===== config.mk =====
export PLATFORM = sky130hd
export DESIGN_NAME = packet_parser
export DESIGN_NICKNAME = d
export VERILOG_FILES = /design/src/rtl/pp_pkg.sv /design/src/rtl/crc8_byte.sv /design/src/rtl/packet_parser.sv
export SDC_FILE = /design/constraint.sdc
export NUM_CORES = 1
export LEC_CHECK = 0
export BUFFER_PORTS_ARGS = -buffer_cell sky130_fd_sc_hd__buf_2
export CORE_MARGIN = 2
export CORE_UTILIZATION = 55
export DETAILED_ROUTE_END_ITERATION = 8
export PLACE_DENSITY = 0.85
export SLEW_MARGIN = 40
export SYNTH_ARGS = -nofsm -noshare
export SYNTH_HDL_FRONTEND = slang
export SYNTH_SLANG_ARGS = --single-unit

===== constraint.sdc =====
create_clock -name clk -period 4.2 [get_ports clk]
set_clock_uncertainty 0.05 [all_clocks]
set_input_delay 0.84 -clock clk [delete_from_list [all_inputs] [get_ports clk]]
set_output_delay 0.84 -clock clk [all_outputs]
set_load 0.05 [all_outputs]

===== src/rtl/pp_pkg.sv =====
// Shared definitions for the packet parser: header layout, CRC default,
// FSM state encoding, Hamming(12,8) parity generation and syndrome classes.
package pp_pkg;

    // Bit offsets of header fields inside the first memory word
    localparam int HDR_CNT_LSB  = 0;
    localparam int HDR_TYPE_LSB = 4;
    localparam int HDR_ECC_LSB  = 8;
    localparam int HDR_SOP_LSB  = 12;

    localparam logic [7:0] PP_CRC_POLY = 8'h07;

    typedef enum logic [2:0] {
        ST_IDLE,
        ST_HDR_RD,
        ST_HDR_CHK,
        ST_PLD_RD,
        ST_CRC_CHK,
        ST_DONE
    } pp_state_e;

    // Syndrome classification of the header codeword
    localparam logic [1:0] SYN_NONE   = 2'd0;
    localparam logic [1:0] SYN_CORR   = 2'd1;
    localparam logic [1:0] SYN_UNCORR = 2'd2;

    // Parity bits {p8,p4,p2,p1} for data d0..d7 at positions 3,5,6,7,9,10,11,12
    function automatic logic [3:0] ham_ecc(input logic [7:0] d);
        logic p1, p2, p4, p8;
        p1 = d[0] ^ d[1] ^ d[3] ^ d[4] ^ d[6];
        p2 = d[0] ^ d[2] ^ d[3] ^ d[5] ^ d[6];
        p4 = d[1] ^ d[2] ^ d[3] ^ d[7];
        p8 = d[4] ^ d[5] ^ d[6] ^ d[7];
        return {p8, p4, p2, p1};
    endfunction

endpackage


===== src/rtl/crc8_byte.sv =====
// One-byte CRC8 step: MSB-first, no reflection. Purely combinational so the
// same block can sit in both the builder and the parser datapaths.
module crc8_byte #(
    parameter logic [7:0] POLY = 8'h07
) (
    input  logic [7:0] crc_i,
    input  logic [7:0] data_i,
    output logic [7:0] crc_o
);

    // Fold the byte into the CRC eight bits at a time
    always_comb begin
        logic [7:0] c;
        c = crc_i ^ data_i;
        for (int i = 0; i < 8; i++) begin
            c = c[7] ? ((c << 1) ^ POLY) : (c << 1);
        end
        crc_o = c;
    end

endmodule


===== src/rtl/packet_parser.sv =====
// Packet parse engine: reads a header word, Hamming-corrects it, streams the
// payload bytes through CRC8 and compares against the stored CRC byte.
// Build option PP_CRC_CHK_EN: when undefined the CRC datapath and CRC_CHK
// state are absent, payload streaming ends at the last payload byte and
// pkt_crc_err stays 0.
module packet_parser
    import pp_pkg::*;
#(
    parameter int         ADDR_W   = 14,
    parameter int         DATA_W   = 32,
    parameter logic [7:0] CRC_POLY = PP_CRC_POLY
) (
    input  logic              clk,
    input  logic              reset,
    input  logic              start,
    input  logic [31:0]       addr_hdr,
    input  logic              ignore_ecc_err,
    output logic              busy,
    output logic              irq,
    output logic              pkt_ecc_corr,
    output logic              pkt_ecc_uncorr,
    output logic              pkt_crc_err,
    output logic [3:0]        pkt_byte_cnt,
    output logic [3:0]        pkt_type,
    output logic              mem_en,
    output logic [ADDR_W-1:0] mem_addr,
    input  logic [DATA_W-1:0] mem_data_i
);

    pp_state_e         state_q;
    logic [ADDR_W-1:0] addr_q;
    logic              ign_q;
    logic              busy_q, irq_q, corr_q, uncorr_q, crc_err_q;
    logic [3:0]        cnt_q, type_q;
    logic              mem_en_q;
    logic [ADDR_W-1:0] mem_addr_q;
    logic [4:0]        k_q;        // byte index within the packet stream
    logic [2:0]        widx_q;     // word index of the buffered word
    logic              rd_pend_q;  // memory data is valid this cycle

    logic [7:0] hdr_raw, hdr_fix_d;
    logic [3:0] syn_d;
    logic [1:0] syn_cls_d;
    logic       have_byte;
    logic [4:0] last_k;

    logic unused_addr;
    assign unused_addr = ^addr_hdr[31:ADDR_W];

    assign hdr_raw   = mem_data_i[HDR_CNT_LSB +: 8];
    assign syn_d     = ham_ecc(hdr_raw) ^ mem_data_i[HDR_ECC_LSB +: 4];
    assign have_byte = rd_pend_q || (k_q[4:2] == widx_q);

`ifdef PP_CRC_CHK_EN
    logic [DATA_W-1:0] word_q;
    logic [DATA_W-1:0] src_word;
    logic [7:0]        lane_w [4];
    logic [7:0]        cur_byte, crc_q, crc_d, crc_stored_q;

    assign last_k   = 5'd3 + {1'b0, cnt_q};
    assign src_word = rd_pend_q ? mem_data_i : word_q;
    for (genvar gi = 0; gi < 4; gi++) begin : g_lane
        assign lane_w[gi] = src_word[8*gi +: 8];
    end
    assign cur_byte = lane_w[k_q[1:0]];

    crc8_byte #(.POLY(CRC_POLY)) u_crc (
        .crc_i  (crc_q),
        .data_i (cur_byte),
        .crc_o  (crc_d)
    );
`else
    logic unused_data;
    assign unused_data = ^{mem_data_i[DATA_W-1:12], CRC_POLY};
    assign last_k      = 5'd2 + {1'b0, cnt_q};
`endif

    // Header syndrome decode: correct single data-bit errors in place
    always_comb begin
        hdr_fix_d = hdr_raw;
        syn_cls_d = SYN_NONE;
        case (syn_d)
            4'd0:                   syn_cls_d = SYN_NONE;
            4'd1, 4'd2, 4'd4, 4'd8: syn_cls_d = SYN_CORR;
            4'd3:  begin hdr_fix_d[0] = ~hdr_raw[0]; syn_cls_d = SYN_CORR; end
            4'd5:  begin hdr_fix_d[1] = ~hdr_raw[1]; syn_cls_d = SYN_CORR; end
            4'd6:  begin hdr_fix_d[2] = ~hdr_raw[2]; syn_cls_d = SYN_CORR; end
            4'd7:  begin hdr_fix_d[3] = ~hdr_raw[3]; syn_cls_d = SYN_CORR; end
            4'd9:  begin hdr_fix_d[4] = ~hdr_raw[4]; syn_cls_d = SYN_CORR; end
            4'd10: begin hdr_fix_d[5] = ~hdr_raw[5]; syn_cls_d = SYN_CORR; end
            4'd11: begin hdr_fix_d[6] = ~hdr_raw[6]; syn_cls_d = SYN_CORR; end
            4'd12: begin hdr_fix_d[7] = ~hdr_raw[7]; syn_cls_d = SYN_CORR; end
            default:                syn_cls_d = SYN_UNCORR;
        endcase
    end

    // Task sequencer with all outputs registered
    always_ff @(posedge clk) begin
        if (reset) begin
            state_q    <= ST_IDLE;
            addr_q     <= '0;
            ign_q      <= 1'b0;
            busy_q     <= 1'b0;
            irq_q      <= 1'b0;
            corr_q     <= 1'b0;
            uncorr_q   <= 1'b0;
            crc_err_q  <= 1'b0;
            cnt_q      <= '0;
            type_q     <= '0;
            mem_en_q   <= 1'b0;
            mem_addr_q <= '0;
            k_q        <= '0;
            widx_q     <= '0;
            rd_pend_q  <= 1'b0;
`ifdef PP_CRC_CHK_EN
            word_q       <= '0;
            crc_q        <= '0;
            crc_stored_q <= '0;
`endif
        end else begin
            irq_q <= 1'b0;
            case (state_q)
                ST_IDLE: begin
                    if (start) begin
                        addr_q     <= addr_hdr[ADDR_W-1:0];
                        ign_q      <= ignore_ecc_err;
                        busy_q     <= 1'b1;
                        corr_q     <= 1'b0;
                        uncorr_q   <= 1'b0;
                        crc_err_q  <= 1'b0;
                        cnt_q      <= '0;
                        type_q     <= '0;
                        mem_en_q   <= 1'b1;
                        mem_addr_q <= addr_hdr[ADDR_W-1:0];
                        state_q    <= ST_HDR_RD;
                    end
                end
                ST_HDR_RD: begin
                    mem_en_q <= 1'b0;
                    state_q  <= ST_HDR_CHK;
                end
                ST_HDR_CHK: begin
                    type_q    <= hdr_fix_d[HDR_TYPE_LSB +: 4];
                    cnt_q     <= hdr_fix_d[HDR_CNT_LSB +: 4];
                    corr_q    <= (syn_cls_d == SYN_CORR);
                    uncorr_q  <= (syn_cls_d == SYN_UNCORR);
                    k_q       <= 5'd2;
                    widx_q    <= '0;
                    rd_pend_q <= 1'b0;
`ifdef PP_CRC_CHK_EN
                    word_q    <= mem_data_i;
                    crc_q     <= '0;
`endif
                    if (syn_cls_d == SYN_UNCORR && !ign_q) begin
                        irq_q   <= 1'b1;
                        busy_q  <= 1'b0;
                        state_q <= ST_DONE;
                    end else begin
                        state_q <= ST_PLD_RD;
                    end
                end
                ST_PLD_RD: begin
                    if (have_byte) begin
                        if (rd_pend_q) begin
                            rd_pend_q <= 1'b0;
                            widx_q    <= k_q[4:2];
`ifdef PP_CRC_CHK_EN
                            word_q    <= mem_data_i;
`endif
                        end
                        if (k_q == last_k) begin
`ifdef PP_CRC_CHK_EN
                            crc_stored_q <= cur_byte;
                            state_q      <= ST_CRC_CHK;
`else
                            irq_q   <= 1'b1;
                            busy_q  <= 1'b0;
                            state_q <= ST_DONE;
`endif
                        end else begin
`ifdef PP_CRC_CHK_EN
                            crc_q <= crc_d;
`endif
                            k_q <= k_q + 5'd1;
                        end
                    end else if (mem_en_q) begin
                        mem_en_q  <= 1'b0;
                        rd_pend_q <= 1'b1;
                    end else begin
                        mem_en_q   <= 1'b1;
                        mem_addr_q <= addr_q + ADDR_W'(k_q[4:2]);
                    end
                end
`ifdef PP_CRC_CHK_EN
                ST_CRC_CHK: begin
                    crc_err_q <= (crc_q != crc_stored_q);
                    irq_q     <= 1'b1;
                    busy_q    <= 1'b0;
                    state_q   <= ST_DONE;
                end
`endif
                ST_DONE: begin
                    state_q <= ST_IDLE;
                end
                default: begin
                    state_q <= ST_IDLE;
                end
            endcase
        end
    end

    assign busy           = busy_q;
    assign irq            = irq_q;
    assign pkt_ecc_corr   = corr_q;
    assign pkt_ecc_uncorr = uncorr_q;
    assign pkt_crc_err    = crc_err_q;
    assign pkt_byte_cnt   = cnt_q;
    assign pkt_type       = type_q;
    assign mem_en         = mem_en_q;
    assign mem_addr       = mem_addr_q;

endmodule


## Word-level counts from Yosys, hierarchy flattened

Index checks and enable logic that the tools add are counted.
Widths: inputs -> output; s select.

- Eq/ne operators: 28
- Reduce and logical (&&, ||, !) cells: 20
- Bitwise operators: 23
- Div/mod/pow operators: 0
- $add $sub $neg: 3
- Mux-type cells: 45
- Multipliers: 0
- Shift-type cells: 0
- Order comparisons: 0

Operator list:

| kind | count |
|---|---|
| $mux 14 | 3 |
| $pmux 14 s2 | 1 |
| $eq 4x4->1 const B | 5 |
| $mux 1 | 20 |
| $mux 3 | 6 |
| $eq 4x3->1 const B | 4 |
| $ne 2x2->1 const B | 8 |
| $pmux 4 s2 | 2 |
| $add 14x3->14 | 1 |
| $xor 1x1->1 | 14 |
| $pmux 3 s4 | 1 |
| $reduce_and 3->1 | 4 |
| $reduce_or 12->1 | 1 |
| $mux 5 | 2 |
| $pmux 5 s2 | 1 |
| $eq 4x2->1 const B | 2 |
| $not 1->1 | 8 |
| $pmux 1 s2 | 4 |
| $eq 3x2->1 const B | 2 |
| $pmux 1 s3 | 2 |
| $pmux 3 s2 | 1 |
| $reduce_and 2->1 | 3 |
| $reduce_bool 2->1 | 3 |
| $reduce_bool 3->1 | 2 |
| other kinds (19) | 19 |

- Input bits: 68
- Bits in latches: 0
- Memories kept: 0
- RAM bits: 0
- Memory bits (read-only): 0
- Register bits: 54
- Word-level logic and storage cells: 133
- Output and inout port bits: 28

## Logic depth before layout (Yosys ltp)

Gate-level depths: netlist of the first run.

- Word-level depth: 12
- Gate-level depth with buffers: 9
- Mapped depth without buffers: 9

## Least setup slack after synthesis of the first run

OpenSTA, ideal clock, no wires.

- Kind: reg-to-reg
- Start: register cnt_q[1], in the netlist pkt_byte_cnt[1]
- End: register busy_q, in the netlist busy
- Arrival: 2422 ps
- Cell stages (with the launch flop): 8
- Buffers on the path: 0
- Setup time: 86 ps
- Period minus slack after synthesis: 2558 ps
- Required time: 4064 ps
- Setup slack: 1642 ps
- Path through: dfxtp_1 -> ha_1 -> xor2_1 -> or3_4 -> a2111oi_4 -> and2b_2 -> o21ai_1 -> a221oi_2

- Cells in the longest elaborated chain, start to end: 4

RTL lines:

| element | line | RTL |
|---|---|---|
| start, declared | packet_parser.sv:34 | `logic [3:0] cnt_q, type_q;` |
| start signal, assigned | packet_parser.sv:144 | `cnt_q <= hdr_fix_d[HDR_CNT_LSB +: 4];` |
| $add 2x4->5 | packet_parser.sv:75 | `assign last_k = 5'd2 + {1'b0, cnt_q};` |
| $eq 5x5->1 | packet_parser.sv:171 | `if (k_q == last_k) begin` |
| $ne 2x2->1 (no source line) | n/a |  |
| $reduce_and 5->1 (no source line) | n/a |  |
| end signal, assigned | packet_parser.sv:103 | `busy_q <= 1'b0;` |
| end signal, assigned | packet_parser.sv:156 | `busy_q <= 1'b0;` |
| end signal, assigned | packet_parser.sv:177 | `busy_q <= 1'b0;` |
| end, declared | packet_parser.sv:33 | `logic busy_q, irq_q, corr_q, uncorr_q, crc_err_q;` |

No other way between the ends.
A chain may end at the register's enable or synchronous reset.

## Final worst setup path of the first run

- Start: register state_q[0]
- End: register mem_addr_q[8], in the netlist mem_addr[8]

- Cells in the longest elaborated chain, start to end: 3
- Elaborated cells on any way between the ends: 8
- Those cells by class: 4 x eq/ne; 1 x mux; 3 x reduce/logical

RTL lines:

| element | line | RTL |
|---|---|---|
| start, declared | packet_parser.sv:30 | `pp_state_e state_q;` |
| start signal, assigned | packet_parser.sv:100 | `state_q <= ST_IDLE;` |
| start signal, assigned | packet_parser.sv:135 | `state_q <= ST_HDR_RD;` |
| start signal, assigned | packet_parser.sv:140 | `state_q <= ST_HDR_CHK;` |
| $eq 3x2->1 / $logic_not 3->1 (equally long branches) | packet_parser.sv:122 | `case (state_q)` |
| $ne 2x2->1 (no source line) / $reduce_bool 2->1 (equally long branches) | n/a |  |
| $reduce_and 4->1 (no source line) | n/a |  |
| end signal, assigned | packet_parser.sv:134 | `mem_addr_q <= addr_hdr[ADDR_W-1:0];` |
| end signal, assigned | packet_parser.sv:191 | `mem_addr_q <= addr_q + ADDR_W'(k_q[4:2]);` |
| end, declared | packet_parser.sv:36 | `logic [ADDR_W-1:0] mem_addr_q;` |

Several ways; a longest one is shown, not always the timed one.

==> flow_metrics.tcl, run 1 <==
set metrics [dict create \
    routed_via_density 5.64 \
    cap_violations 0 \
    grt_usage_pct 23.8 \
    drive_gt1_share_pct 18.2 \
    yosysTopAreaCell "dfxtp_1" \
    postSynthAreaPerCell_sq_um 7.94 \
    p_leak_uw 0.00133 \
    rsz0062_at_grt "false" \
    yosys.cell_types.count 52 \
    end_kind "flip-flop" \
    synthCells 379 \
    r2r_start "state_q[0]" \
    worstPathRequired_ns 4.39 \
    clkSlewWorstSetupHoldPaths_ns 0.10 \
    synth_xor_area_share_pct 12.9 \
    grt_pass1_vias 2543 \
    muxShareOfSynthArea_pct 1.12 \
    fmax_ghz 0.391 \
    post_cts_buffers 0 \
    synth_top_cell_area_share_pct 35.9 \
    grt_max_degree 49 \
    drc 0 \
    fin_crit_sh_pct 60.9 \
    fill_cells 445 \
    setup_tns_ns 0 \
    synth_area_sq_um 3010 \
    clk_latency_ns 0.31 \
    pwr_density_cell_nw_per_um2 383 \
    synth_top_family_by_area "simple AND/OR/NAND/NOR gates" \
    initial_core_util_pct 57.8 \
    grt-ovfl-total 0 \
    wl_um 6820 \
    cp-startpoint "state_q[0]" \
    crit_arrival_ns 2.74 \
    clockRootBuffer "clkbuf_8" \
    wire_per_inst_um 13.8 \
    cts_hold_buffers 0 \
    fin_nets 498 \
    tightest_slew_ns 0.748 \
    drtAntennaViolNets 0 \
    dpl.hpwl_um 4830 \
    cts_resized 0 \
    yosys_register_bits 54 \
    antenna_found_initial 0 \
    hold_class "flip-flop to flip-flop" \
    timing.final.crit_period_ns 2.56 \
    area_growth_pct 12.9 \
    num_antenna_cells 0 \
    synth-main-ff-cell "dfxtp_1" \
    row_count 26 \
    synthAdderAreaFrac_pct 2.75 \
    critPathLaunchType "flip-flop" \
    r2r-end "mem_addr[8]" \
    worstPathMaxFanout 23 \
    die_w_um 78.0 \
    crit_path_end "mem_addr[8]" \
    r2r_setup_slack_ns 1.64 \
    cts_tree "done" \
    htreeDepth 2 \
    ir_drop_v 0.000211 \
    syn-num-nets 453 \
    finalHoldViolations 0 \
    cts_sinks 54 \
    place.gp.congestion 0.814 \
    relSlewSlack_pct 50.0 \
    fin_hold_ws_ns 0.405 \
    synth_area_leaders "dfxtp_1 36%, nand2_1 8.9%, xnor2_1 6.7%" \
    slew_violations 0 \
    portBuffers 56 \
    drt-pass1-iter-count 4 \
    grt_first_pass_wirelength_um 11800 \
    setup_viol 0 \
    reg2reg_depth 7 \
    mostFrequentLayoutCells "71 x nand2_1, 55 x buf_2, 54 x dfxtp_1" \
    cts.path.max_buffers 2 \
    yosysWarnings 0 \
    vias 2787 \
    synth_edf_count 0 \
    async_flop_share_pct 0 \
    critPathKind "flip-flop to flip-flop" \
    cts_buffers 5 \
    dieArea_sq_um 6080 \
    synth-simple-area-share_pct 24.4 \
    ys_seq_area_share_pct 35.9 \
    die_y_um 78.0 \
    final_common_cell "nand2_1" \
    synth_compound_area_share_pct 18.6 \
    coreArea_sq_um 5200 \
    drt_iter0_markers 305 \
    ioPinCount 96 \
    run_status "finished, final reports clean" \
]
-- through the flow --
| step | std cells | power (uW) | instance area [sq um] | setup WS, ns | util [%] |
|---|---|---|---|---|---|
| 2_1_floorplan | 379 | 929 | 3010 | 1.64 | - |
| 3_3_place_gp | 487 | 1020 | 3310 | 1.47 | 63.6 |
| 3_5_place_dp | 487 | 1030 | 3320 | 1.45 | 63.7 |
| 4_1_cts | 494 | 1300 | 3390 | 1.66 | 65.2 |
| 5_1_grt | 494 | 1370 | 3400 | 1.38 | 65.2 |
| 6_report | 494 | 1300 | 3400 | 1.64 | 65.2 |
-- worst max-delay path, cell delays in order, from the launching register on --
cell	delay (ns)
dfxtp_1	0.81
nand2b_1	0.21
nor2_1	0.13
buf_4	0.27
nand2b_1	0.16
nand2b_1	0.56
nand2_1	0.11
a21oi_1	0.18
-- where the power goes --
group	total, uW	internal [uW]	switching, uW	leakage (uW)
logic	419	138	280	0.000855
clock network	281	115	166	0.0000383
registers	600	557	43.2	0.000441
total	1300	811	489	0.00133
-- synth_stat cells (all sizes together), types with 7 or more instances --
cell type / instances
nor3: 17
xor2: 11
dfxtp: 54
nand2: 71
clkbuf: 16
inv: 10
xnor2: 23
nand2b: 7
a21oi: 34
nor2: 32
o21ai: 20
o211ai: 7
-- cell type report --
| class | count | area (sq um) | area share, % |
|---|---|---|---|
| clock buffers | 7 | 76.3 | 2.25 |
| inverters | 10 | 37.5 | 1.11 |
| multi-input cells | 294 | 1810 | 53.2 |
| flip-flops and latches | 54 | 1080 | 31.8 |
| well taps | 70 | 87.6 | 2.58 |
| repair buffers | 59 | 305 | 8.99 |
-- worst min-delay path by stage --
stage / start / to / slack, ns / depth (start not counted)
floorplan: addr_q[0] / addr_q[0] / 0.39 / 2
global placement: pkt_type[0] / pkt_type[0] / 0.38 / 2
detailed placement: pkt_type[0] / pkt_type[0] / 0.39 / 2
CTS: mem_addr[9] / mem_addr[9] / 0.41 / 2
global route: mem_addr[5] / mem_addr[5] / 0.44 / 2
finish: pkt_type[0] / pkt_type[0] / 0.41 / 2
-- sequential cells by signal, summed over array words and instances, names as in the netlist --
signal / flops
pkt_type: 4
addr_q: 14
busy: 1
ign_q: 1
pkt_ecc_corr: 1
mem_en: 1
k_q: 5
mem_addr: 14
irq: 1
pkt_byte_cnt: 4
rd_pend_q: 1
state_q: 3
pkt_ecc_uncorr: 1
widx_q: 3
-- cells by family (layout without fill, tap and decap cells) --
group,after synthesis,count (layout)
xor+xnor,38,38
mux,3,3
simple gates,159,159
other cells,1,1
flops,54,54
buf+inv,31,76
compound gates,87,87
fa+ha+maj,6,6
-- metal layers --
metal,part of all wire [%],GRT usage [%]
met3,6.1,4.77
met5,0,0
met4,2.5,9.82
met1,46,31.4
met2,45,37.8
(Power assumes the default switching activity.)
==> run 2, diff against run 1 <==
--- a/config.mk
+++ b/config.mk
@@ -7,9 +7,9 @@
 export LEC_CHECK = 0
 export BUFFER_PORTS_ARGS = -buffer_cell sky130_fd_sc_hd__buf_2
 export CORE_MARGIN = 2
-export CORE_UTILIZATION = 55
+export CORE_UTILIZATION = 46
 export DETAILED_ROUTE_END_ITERATION = 8
-export PLACE_DENSITY = 0.85
+export PLACE_DENSITY = 0.76
 export SLEW_MARGIN = 40
 export SYNTH_ARGS = -nofsm -noshare
 export SYNTH_HDL_FRONTEND = slang
==> constraint.sdc (replaced) <==
create_clock -name clk -period 2.21 [get_ports clk]
set_clock_uncertainty 0.05 [all_clocks]
set_input_delay 0.442 -clock clk [delete_from_list [all_inputs] [get_ports clk]]
set_output_delay 0.442 -clock clk [all_outputs]
set_load 0.05 [all_outputs]
==> run 2 against run 1 <==
Net effect: total power rose by 100%; sequential power rose by 90%; non-clock buffer count rose by 29; largest power group unchanged; first-iteration DRC count fell by 50%; largest cell class unchanged; sequential share of layout area fell by 2.1 points; sequential cell count did not move; worst setup slack got worse by 1.6 ns; cell count rose by 7.5%; routed wire length rose by 9.6%; core utilization fell by 7.6 points.
==> flow_metrics.tcl, run 2 (synthesis gave the netlist of run 1 again) <==
set metrics [dict create \
    design_power_total_uw 2620 \
    fin_area_sq_um 3660 \
    fin_crit_sh_pct 97.9 \
    p_leak_uw 0.00148 \
    vias 2872 \
    r2r-end "k_q[3]" \
    reg2reg_depth 8 \
    p_int_uw 1630 \
    htreeDepth 2 \
    cap_violations 0 \
    clockRootBuffer "clkbuf_8" \
    clk_latency_ns 0.31 \
    num_antenna_cells 0 \
    mostFrequentLayoutCells "71 x nand2_1, 56 x buf_2, 51 x dfxtp_1" \
    slowest_stage "dfxtp_4" \
    worstPathMaxFanout 5 \
    p_sw_share_pct 37.8 \
    cts_sinks 54 \
    drt_iter0_markers 151 \
    grt_max_degree 28 \
    r2r_setup_slack_ns 0.05 \
    run_status "finished, final reports clean" \
    path_cells "ha_4, xor2_1, or3_4, a2111oi_4, buf_4, nor3_2, or3_1, a31oi_1" \
    grt_usage_pct 21.3 \
    grt_first_pass_wirelength_um 12600 \
    portBuffers 56 \
    crit_arrival_ns 2.35 \
    setup_tns_ns 0 \
    seq_power_share_pct 43.4 \
    setup_slack_ns 0.0468 \
    die_w_um 84.9 \
    die_y_um 84.9 \
    grt-ovfl-total 0 \
    finalHoldViolations 0 \
    worstHoldStart "addr_hdr[6]" \
    clkPwrFrac_pct 21.6 \
    final_util_pct 57.6 \
    cts.path.max_buffers 2 \
    slew_violations 0 \
    relSlewSlack_pct 64.9 \
    grt_pass1_vias 2766 \
    multiInputGateArea_sq_um 1830 \
    critPathKind "flip-flop to flip-flop" \
    p_switching_uw 989 \
    drt-pass1-iter-count 4 \
    place.gp.congestion 0.856 \
    dieArea_sq_um 7200 \
    routed_via_density 5.41 \
    critPathLaunchType "flip-flop" \
    rsz0062_at_grt "true" \
    hold_depth 3 \
    post-place-ws_ns 0.0391 \
    cts_buffers 5 \
    dpl_cell_area_sq_um 3540 \
    antenna_found_initial 0 \
    cts_tree "done" \
    fin_nets 527 \
    ir_drop_v 0.000440 \
    ioPinCount 96 \
    area_growth_pct 21.7 \
    max_stage_delay_ns 0.38 \
    drtAntennaViolNets 0 \
    wire_per_inst_um 14.1 \
    clkSlewWorstSetupHoldPaths_ns 0.10 \
    drive_gt1_share_pct 25.6 \
    drc 0 \
    pwr_density_cell_nw_per_um2 715 \
    final_common_cell "nand2_1" \
    wl_um 7480 \
    worstPathRequired_ns 2.40 \
    tightest_slew_ns 0.527 \
    seqCellArea_sq_um 1090 \
    r2r_start "pkt_byte_cnt[2]" \
    coreArea_sq_um 6350 \
    fill_cells 570 \
    setup_viol 0 \
    p_comb_share_pct 35.0 \
    timing.final.crit_period_ns 2.16 \
    initial_core_util_pct 47.4 \
    dpl.hpwl_um 5400 \
    end_kind "flip-flop" \
    row_count 29 \
    hold_class "primary input to flip-flop" \
    hold_end "addr_q[6]" \
    fmax_ghz 0.462 \
]
==> run 2: worst max path at each step <==
stage / slack (ns) / to / depth (start not counted) / start
finish: 0.05 / k_q[3] / 8 / pkt_byte_cnt[2]
detailed placement: 0.04 / irq / 7 / mem_data_i[0]
floorplan: 0.01 / busy / 7 / pkt_byte_cnt[1]
CTS: 0.006 / k_q[2] / 7 / pkt_byte_cnt[1]
global placement: 0.06 / pkt_type[1] / 7 / mem_data_i[4]
global route: -0.06 / k_q[3] / 8 / pkt_byte_cnt[2]
==> run 2: metal layers <==
layer,global-route usage [%],vias up,part of all wire [%]
met2,35.9,88,47
li1,-,1451,-
met3,2.72,13,5.2
met1,28.8,1320,46
met5,0,-,0
met4,6.06,0,1.8
==> run 2: through the flow <==
| step | instances | hold WS [ns] |
|---|---|---|
| after global placement | 520 | 0.381 |
| final | 531 | 0.319 |
| after floorplan | 379 | 0.391 |
| after detailed placement | 520 | 0.399 |
| after CTS | 528 | 0.316 |
| after global routing | 531 | 0.323 |
==> run 2: critical path: cells and delay by family, from the launching register on <==
family | cells | cell delay (ns)
and+or+nand+nor | 3 | 0.69
xor gates and xnor gates | 1 | 0.15
DFF | 1 | 0.38
buffers and inverters | 1 | 0.20
AOI/OAI and AO/OA | 2 | 0.47
adders and majority gates | 1 | 0.15
==> run 2: power groups by stage <==
stage | registers (uW) | clock network [uW] | logic [uW]
finish | 1140 | 565 | 915
global placement | 1150 | 0 | 874
floorplan | 1320 | 0 | 447
global route | 1150 | 605 | 996
detailed placement | 1160 | 0 | 891
CTS | 1140 | 571 | 899
==> run 2: layout make-up <==
class | count | area share, %
Multi-Input combinational cell | 294 | 49.9
Clock buffer | 5 | 1.88
Clock inverter | 3 | 0.581
Inverter | 10 | 1.03
Sequential cell | 54 | 29.8
Timing Repair Buffer | 88 | 14.2
Tap cell | 77 | 2.63
==> run 2: what timing repair did <==
| action | in CTS | in global routing |
|---|---|---|
| buffers inserted | 0 | 3 |
| resized for setup | 0 | 6 |
| hold buffers | 0 | 0 |
| endpoints found under the setup margin | 0 | 9 |
